## config.mk

```make
export PLATFORM = sky130hd
export DESIGN_NAME = sar_logic_param
export DESIGN_NICKNAME = d
export VERILOG_FILES = /design/src/rtl/sar_logic_param.sv
export SDC_FILE = /design/constraint.sdc
export NUM_CORES = 1
export LEC_CHECK = 0
export BUFFER_PORTS_ARGS = -buffer_cell sky130_fd_sc_hd__buf_2
export CORE_ASPECT_RATIO = 0.6
export CORE_UTILIZATION = 35
export CTS_CLUSTER_DIAMETER = 120
export CTS_CLUSTER_SIZE = 40
export DETAILED_ROUTE_END_ITERATION = 8
export GPL_TIMING_DRIVEN = 0
export PLACE_DENSITY = 0.6
export SYNTH_ARGS = -nofsm -noshare
export SYNTH_HDL_FRONTEND = slang
export SYNTH_SLANG_ARGS = --single-unit
```

## constraint.sdc

```tcl
create_clock -name clk -period 4.92 [get_ports clk]
set_input_delay 0.984 -clock clk [delete_from_list [all_inputs] [get_ports clk]]
set_output_delay 0.984 -clock clk [all_outputs]
set_load 0.02 [all_outputs]
```

## src/rtl/sar_logic_param.sv

```systemverilog
// Successive-approximation register control: resolves an N-bit code MSB-first from Op/Om.
// Optional sample phase (smpl port, SAMPLE state) enabled by defining SAR_SAMPLE_EN.
module sar_logic_param #(
    parameter int unsigned N        = 8,
    parameter int unsigned TIMEOUT  = 4,
    parameter int unsigned SMPL_CYC = 2
) (
    input  logic         clk,
    input  logic         rst,
    input  logic         En,
    input  logic         Op,
    input  logic         Om,
    output logic [N-1:0] B,
    output logic [N-1:0] BN,
    output logic [N-1:0] D,
    output logic         rdy,
    output logic         busy,
    output logic         err
`ifdef SAR_SAMPLE_EN
    ,
    output logic         smpl
`endif
);

    localparam int unsigned   IW        = $clog2(N);
    localparam logic [N-1:0]  MSB       = {1'b1, {(N-1){1'b0}}};
    localparam logic [IW-1:0] I_TOP     = IW'(N - 1);
    localparam logic [7:0]    WAIT_LAST = 8'(TIMEOUT - 1);

    typedef enum logic [1:0] {S_IDLE, S_SAMPLE, S_TRIAL, S_DONE} state_t;

    state_t state, state_nxt;

`ifdef SAR_SAMPLE_EN
    localparam state_t     S_START   = S_SAMPLE;
    localparam logic [7:0] SMPL_LAST = 8'(SMPL_CYC - 1);
    logic [7:0] scnt;
    logic       smpl_done;
    assign smpl_done = (scnt == SMPL_LAST);
`else
    localparam state_t S_START = S_TRIAL;
    logic smpl_done;
    assign smpl_done = 1'b1;
`endif

    logic [IW-1:0] i;
    logic [7:0]    wait_cnt;
    logic          fin;
    logic          decisive, timeout_hit, advance, bit_val;

    assign decisive    = Op ^ Om;
    assign timeout_hit = !decisive && (wait_cnt == WAIT_LAST);
    assign advance     = decisive || timeout_hit;
    // A timed-out bit always resolves to 0.
    assign bit_val     = decisive & Op;
    assign BN          = ~B;

    always_ff @(posedge clk) begin
        if (rst) state <= S_IDLE;
        else     state <= state_nxt;
    end

    always_comb begin
        state_nxt = state;
        case (state)
            S_IDLE:   if (En) state_nxt = S_START;
            S_SAMPLE: begin
                if (!En)            state_nxt = S_IDLE;
                else if (smpl_done) state_nxt = S_TRIAL;
            end
            S_TRIAL: begin
                if (!En)     state_nxt = S_IDLE;
                else if (fin) state_nxt = S_DONE;
            end
            S_DONE:   state_nxt = En ? S_START : S_IDLE;
            default:  state_nxt = S_IDLE;
        endcase
    end

    always_comb begin
        busy = (state == S_SAMPLE) || (state == S_TRIAL);
        rdy  = (state == S_DONE);
`ifdef SAR_SAMPLE_EN
        smpl = (state == S_SAMPLE);
`endif
    end

    // fin marks "bit 0 resolved": B holds the final code for one cycle before it is captured in D.
    always_ff @(posedge clk) begin
        if (rst) begin
            B        <= '0;
            D        <= '0;
            err      <= 1'b0;
            i        <= '0;
            wait_cnt <= '0;
            fin      <= 1'b0;
`ifdef SAR_SAMPLE_EN
            scnt     <= '0;
`endif
        end else begin
            case (state)
                S_IDLE, S_DONE: begin
                    if (En) begin
                        err      <= 1'b0;
                        wait_cnt <= '0;
                        fin      <= 1'b0;
                        i        <= I_TOP;
`ifdef SAR_SAMPLE_EN
                        B        <= '0;
                        scnt     <= '0;
`else
                        B        <= MSB;
`endif
                    end else begin
                        B <= '0;
                    end
                end
`ifdef SAR_SAMPLE_EN
                S_SAMPLE: begin
                    if (!En)            B    <= '0;
                    else if (smpl_done) B    <= MSB;
                    else                scnt <= scnt + 8'd1;
                end
`endif
                S_TRIAL: begin
                    if (!En) begin
                        B   <= '0;
                        fin <= 1'b0;
                    end else if (fin) begin
                        D <= B;
                    end else if (advance) begin
                        B[i]     <= bit_val;
                        wait_cnt <= '0;
                        if (timeout_hit) err <= 1'b1;
                        if (i != '0) begin
                            B[i - 1'b1] <= 1'b1;
                            i           <= i - 1'b1;
                        end else begin
                            fin <= 1'b1;
                        end
                    end else begin
                        wait_cnt <= wait_cnt + 8'd1;
                    end
                end
                default: ;
            endcase
        end
    end

endmodule

```

==> impl_metrics.yaml, run 1 <==
synthesis:
  synth_top_area_cell: "dfxtp_1"
  yosys_warnings: 0
  ys_ff_latch: 31
  yosys_most_used_dff: "dfxtp_1"
  ys_types: 49
  synth_top_area_frac: 0.3483
  postSynthCellCount: 204
  async_flop_share: 0
  syn_avg_cell_area_um2: 8.734
  syn_area_um2: 1782
  synth_edf_count: 0
  synth_nets: 218
  synth.yosys.seq_area_share: 0.3483
  ys_top_cells_by_area: "dfxtp_1 (35%), ha_1 (6.3%), nand2_1 (5.9%), a21oi_1 (3.4%), a22o_2 (3.4%)"
die:
  die-width_um: 94.11
  rows: 19
  dieArea_um2: 5389
  initial_utilization: 0.3766
  pin_count: 32
  fp.dieH_um: 57.27
  core_um2: 4731
layout:
  fin_area_um2: 2128
  drive_gt1_frac: 0.2397
  nFillCells: 475
  num_antenna_cells: 0
  area_growth_pct: 19.45
  nets: 255
power_and_ir_drop:
  p_leak_uw: 0.0008548
  power_per_cell_area_nw_per_um2: 328.1
  intPower_uw: 484.2
  netSwitchingFraction: 0.3066
  seq_power_share: 0.383
  ir_worst_vdd_mv: 0.2296
  netSwitchingPower_uw: 214.1
  clkPwrFrac: 0.385
  combPwrFrac: 0.232
worst_setup_path:
  path_buf_inv: 2
  cpLargestDelayFamily: "adder cells"
  endpoint_kind: "primary output"
  arrival_ns: 1.46
  critPathRequiredTime_ns: 3.94
  cpPeakStageDelay_ns: 0.45
  critPathSlowestCell: "ha_1"
  path_max_fanout: 6
  worst_setup_path_start_kind: "flip-flop"
  r2r_cells: 6
  worst-path-stages: 3
  path_class: "flip-flop to primary output"
  path_cells: "inv_1 -> ha_1 -> buf_2"
timing:
  relSlewSlack: 0.5948
  finalHoldViolations: 0
  setup_viol: 0
  period_share: 0.4961
  worst_pin_slew_ns: 0.6014
  worst_hold_slack_ns: 0.4529
  finalMaxSlewViolations: 0
  fin_worst_skew_ns: 0.004849
  fmax_mhz: 409.7
  rsz0062_at_grt: "no"
  layout_min_cycle_time_ns: 2.441
  setup_tns_ns: 0
grt:
  grt_usage: 0.1831
  gr-total-overflow: 0
  grt_pass1_wl_mm: 7.286
  antenna_found_initial: 0
  grt_pass1_vias: 1368
  grt_start_max_net_pins: 11
run_status:
  status: "finished, final reports clean"
clocking:
  cts_buffers: 5
  tritoncts: "done"
  clockBufferDepth: 2
  cts_resized: 0
  htreeDepth: 2
  root_buffer: "clkbuf_8"
  cts_hold_buf: 0
  post_cts_buffers: 0
  clk-insertion-delay-late_ns: 0.29
  cts.sinks: 31
  clkSlewWorstSetupHoldPaths_ns: 0.07
hold_path:
  hp-class: "flip-flop to flip-flop"
  min_delay_path_depth: 2
placement:
  dp_hpwl_mm: 3.440
  io_buffers: 30
  placed_cell_area_um2: 2011
  gp_congestion: 0.8171
drt:
  drc: 0
  drt_iter0_drc: 141
  viasPerCell: 5.226
  firstDrtPassIters: 4
  vias: 1594
  avgRoutedWirePerCell_um: 14.74
  ant_nets: 0
  totalWireLength_mm: 4.497
run:
  max_cap_viol_count: 0
[power groups by stage]
stage	clock network [uW]	logic, uW	registers [uW]
6_report	269	162	267
5_1_grt	287	178	269
4_1_cts	272	161	267
3_5_place_dp	0	160	273
3_3_place_gp	0	158	273
2_1_floorplan	0	121	272
[state kept, by name (all words and copies together) (netlist names)]
name	count
fin	1
i	3
B	8
wait_cnt	8
D	8
state	2
err	1
[cells in the mapped netlist (2+ instances only)]
master / instances
a311oi_1: 3
a21oi_1: 12
o221ai_1: 5
a211oi_1: 2
nand3_1: 7
o31a_1: 2
inv_1: 16
nand4_1: 3
nor2_1: 12
ha_1: 9
xor2_1: 5
o221a_1: 2
a22o_2: 6
o21ai_0: 2
nor3_1: 4
dfxtp_1: 31
mux2i_1: 4
and3_1: 2
nand3b_1: 5
nand2b_1: 2
a41oi_1: 2
nand2_1: 28
and2_1: 3
clkbuf_1: 5
buf_2: 2
nor3b_1: 4
o32ai_1: 2
buf_6: 3
[cells in the final DEF, fill, tap and decap left out, drive strengths merged, types with 2 or more instances in the layout]
cell | Yosys | routed
a311oi | 3 | 3
nand2b | 2 | 2
nand2 | 28 | 28
mux2i | 5 | 5
nor3b | 4 | 4
inv | 16 | 16
o31a | 2 | 2
dfxtp | 31 | 31
nand4 | 3 | 3
a211oi | 2 | 2
a22o | 6 | 6
ha | 9 | 9
o21a | 2 | 2
o21ai | 2 | 2
and3 | 3 | 3
o221ai | 5 | 5
a41oi | 2 | 2
nor3 | 6 | 6
and2 | 3 | 3
buf | 5 | 35
a21oi | 12 | 12
clkbuf | 5 | 11
xor2 | 5 | 5
nand3 | 7 | 7
o221a | 2 | 2
o32ai | 2 | 2
nor2 | 12 | 12
nand3b | 5 | 5
[through the flow]
| step | cells | total power (uW) | util | setup slack (ns) |
|---|---|---|---|---|
| floorplan | 204 | 393.0 | - | 2.732 |
| global placement | 297 | 430.6 | 0.4250 | 2.343 |
| detailed placement | 297 | 433.1 | 0.4250 | 2.401 |
| CTS | 305 | 700.2 | 0.4499 | 2.486 |
| global route | 305 | 734.5 | 0.4499 | 2.406 |
| finish | 305 | 698.2 | 0.4499 | 2.479 |
[final cells by class]
class,instances,area [um2],area share
Multi-Input combinational cell,147,1039,0.4880
Clock inverter,2,35.03,0.01646
Sequential cell,31,620.6,0.2916
Inverter,16,60.06,0.02822
Tap cell,63,78.83,0.03704
Buffer,10,62.56,0.02939
Timing Repair Buffer,30,150.1,0.07055
Clock buffer,6,82.58,0.03880
[worst reg2reg max path, stage by stage, from the launching register on]
cell	delay, ns
dfxtp_1	0.39
inv_1	0.10
ha_1	0.42
mux2i_4	0.30
nand2_1	0.20
o21ai_0	0.56
nor2_1	0.12
[cell families after synthesis]
kind of cell    count (synthesis)  synth area share
simple gates                   80            0.2472
xor+xnor                        6           0.02949
buf+inv                        26           0.06882
compound gates                 47            0.2079
flops                          31            0.3483
fa+ha+maj                       9           0.06320
mux                             5           0.03511
[routing by layer]
layer | track usage | vias up | routed length (um)
met5 | 0 | - | 0
met1 | 0.3164 | 736 | 2591
met3 | 0.04800 | 5 | 273
met2 | 0.2023 | 39 | 1598
met4 | 0.05275 | 0 | 34
li1 | - | 814 | -
[worst paths after layout]
kind / from / endpoint / slack [ns]
worst max-delay path: state[1] / busy / 2.48
worst min-delay path: D[0] / D[0] / 0.45
worst min register to register: D[0] / D[0] / 0.45
worst max register to register: state[0] / wait_cnt[5] / 2.69
No activity file was read; power rests on OpenSTA's default activity.
==> inputs of run 2 (changes only) <==
--- a/config.mk
+++ b/config.mk
@@ -12,7 +12,7 @@
 export CTS_CLUSTER_SIZE = 40
 export DETAILED_ROUTE_END_ITERATION = 8
 export GPL_TIMING_DRIVEN = 0
-export PLACE_DENSITY = 0.6
+export PLACE_DENSITY = 0.62
 export SYNTH_ARGS = -nofsm -noshare
 export SYNTH_HDL_FRONTEND = slang
 export SYNTH_SLANG_ARGS = --single-unit
==> constraint.sdc (replaced) <==
create_clock -name clk -period 2.2 [get_ports clk]
set_input_delay 0.44 -clock clk [delete_from_list [all_inputs] [get_ports clk]]
set_output_delay 0.44 -clock clk [all_outputs]
set_load 0.02 [all_outputs]
==> run 2 against run 1 <==
  * Worst setup slack got worse by 2.3 ns
  * Non-clock buffer count increased by 2
  * Critical endpoint is now i[1]
  * Die area unchanged
  * Via count decreased by 0.13%
==> impl_metrics.yaml, run 2 (synthesis results as in run 1) <==
run_status:
  status: "finished, final reports clean"
grt:
  gr-total-overflow: 0
  antenna_found_initial: 0
  grt_pass1_wl_mm: 7.134
  grt_usage: 0.1802
  grtUsageMet2: 0.2117
  grt_pass1_vias: 1398
  use_met1: 0.2882
  grt_start_max_net_pins: 11
  grt-busiest-layer: "met1"
  met3_usage: 0.05600
timing:
  layout_min_cycle_time_ns: 1.996
  worst_pin_slew_ns: 0.5753
  setup_ws_ns: 0.2043
  period_share: 0.9071
  relSlewSlack: 0.6142
  fin_worst_skew_ns: 0.005592
  finalMaxSlewViolations: 0
  worst_hold_slack_ns: 0.4485
  rsz0062_at_grt: "no"
  fmax_mhz: 501.1
  setup_viol: 0
  finalHoldViolations: 0
  setup_tns_ns: 0
worst_setup_path:
  path_max_fanout: 9
  arrival_ns: 2.20
  worst_setup_path_start_kind: "flip-flop"
  reg2reg_slack_ns: 0.20
  worst-path-stages: 7
  path_buf_inv: 2
  r2r_cells: 7
  critPathSlowestCell: "clkbuf_1"
  critPathRequiredTime_ns: 2.40
  endpoint_kind: "flip-flop"
  path_cells: "clkbuf_1 -> inv_1 -> ha_1 -> nor2b_1 -> nand3b_1 -> o221a_1 -> a311oi_1"
  path_class: "flip-flop to flip-flop"
  cpLargestDelayFamily: "compound AO/OA/AOI/OAI gates"
  cpPeakStageDelay_ns: 0.31
layout:
  area_growth_pct: 20.58
  num_antenna_cells: 0
  fin_util: 0.4541
  nets: 257
  drive_gt1_frac: 0.2500
  final_common_cell: "buf_2"
  final_cell_mix: "buf_2 (32), dfxtp_1 (31), nand2_1 (28)"
  nFillCells: 476
  top_regs: "B (8), D (8), wait_cnt (8)"
power_and_ir_drop:
  netSwitchingPower_uw: 475.5
  ir_worst_vdd_mv: 0.2756
  clkPwrFrac: 0.379
  netSwitchingFraction: 0.3038
  power_per_cell_area_nw_per_um2: 728.6
  seq_power_share: 0.382
  combPwrFrac: 0.239
  p_leak_uw: 0.0008638
  intPower_uw: 1090
drt:
  firstDrtPassIters: 4
  totalWireLength_mm: 4.459
  avgRoutedWirePerCell_um: 14.52
  viasPerCell: 5.186
  drc: 0
  drt_iter0_drc: 92
  vias: 1592
  ant_nets: 0
hold_path:
  hp-class: "input pin to flip-flop"
  min_delay_path_depth: 3
die:
  fp.dieH_um: 57.27
  rows: 19
  die-width_um: 94.11
  dieArea_um2: 5389
  pin_count: 32
  core_um2: 4731
  initial_utilization: 0.3766
placement:
  io_buffers: 30
  gp_congestion: 0.8333
  dp_worst_setup_slack_ns: -0.01108
  dp_hpwl_mm: 3.382
clocking:
  cts_buffers: 5
  cts.sinks: 31
  clk-insertion-delay-late_ns: 0.30
  root_buffer: "clkbuf_8"
  clockBufferDepth: 2
  htreeDepth: 2
  tritoncts: "done"
  clkSlewWorstSetupHoldPaths_ns: 0.06
run:
  max_cap_viol_count: 0
==> run 2: final cells by class <==
type	count	area, um2	share of cell area
Multi-Input combinational cell	147	1044	0.4857
Sequential cell	31	620.6	0.2889
Timing Repair Buffer	32	165.2	0.07688
Clock buffer	6	82.58	0.03844
Tap cell	63	78.83	0.03669
Buffer	10	62.56	0.02912
Inverter	16	60.06	0.02796
Clock inverter	2	35.03	0.01631
==> run 2: per-layer routing <==
layer | wire length [um] | up-vias
li1 | - | 821
met1 | 2560 | 722
met2 | 1523 | 42
met3 | 297 | 7
met4 | 78 | 0
met5 | 0 | -
==> run 2: path summary, 6_finish.rpt <==
| kind | startpoint | end |
|---|---|---|
| setup reg to reg | i[1] | i[1] |
| hold / removal | rst | i[2] |
| setup / recovery | i[1] | i[1] |
| hold reg to reg | D[0] | D[0] |
==> run 2: tightest hold or removal path, stage by stage <==
cell and delay (ns):
buf_2 0.09, inv_1 0.07, o31a_1 0.10
==> run 2: power by group through the flow <==
stage / clock (uW) / sequential, uW / combinational, uW
after floorplan: 0 / 609 / 270
after global placement: 0 / 610 / 352
after detailed placement: 0 / 610 / 356
after CTS: 606 / 597 / 359
after global routing: 627 / 601 / 404
final: 593 / 598 / 374
==> run 2: repair_timing <==
item	CTS	global route
setup endpoints to repair	5	2
setup buffers	0	2
hold buffers	0	0
resized for setup	1	1
==> run 2: through the flow <==
step / total power [uW] / cell area [um2] / cells
final: 1565 / 2148 / 307
after global routing: 1632 / 2148 / 307
after CTS: 1563 / 2128 / 305
after detailed placement: 965.8 / 2011 / 297
after global placement: 962.4 / 2011 / 297
after floorplan: 878.8 / 1782 / 204
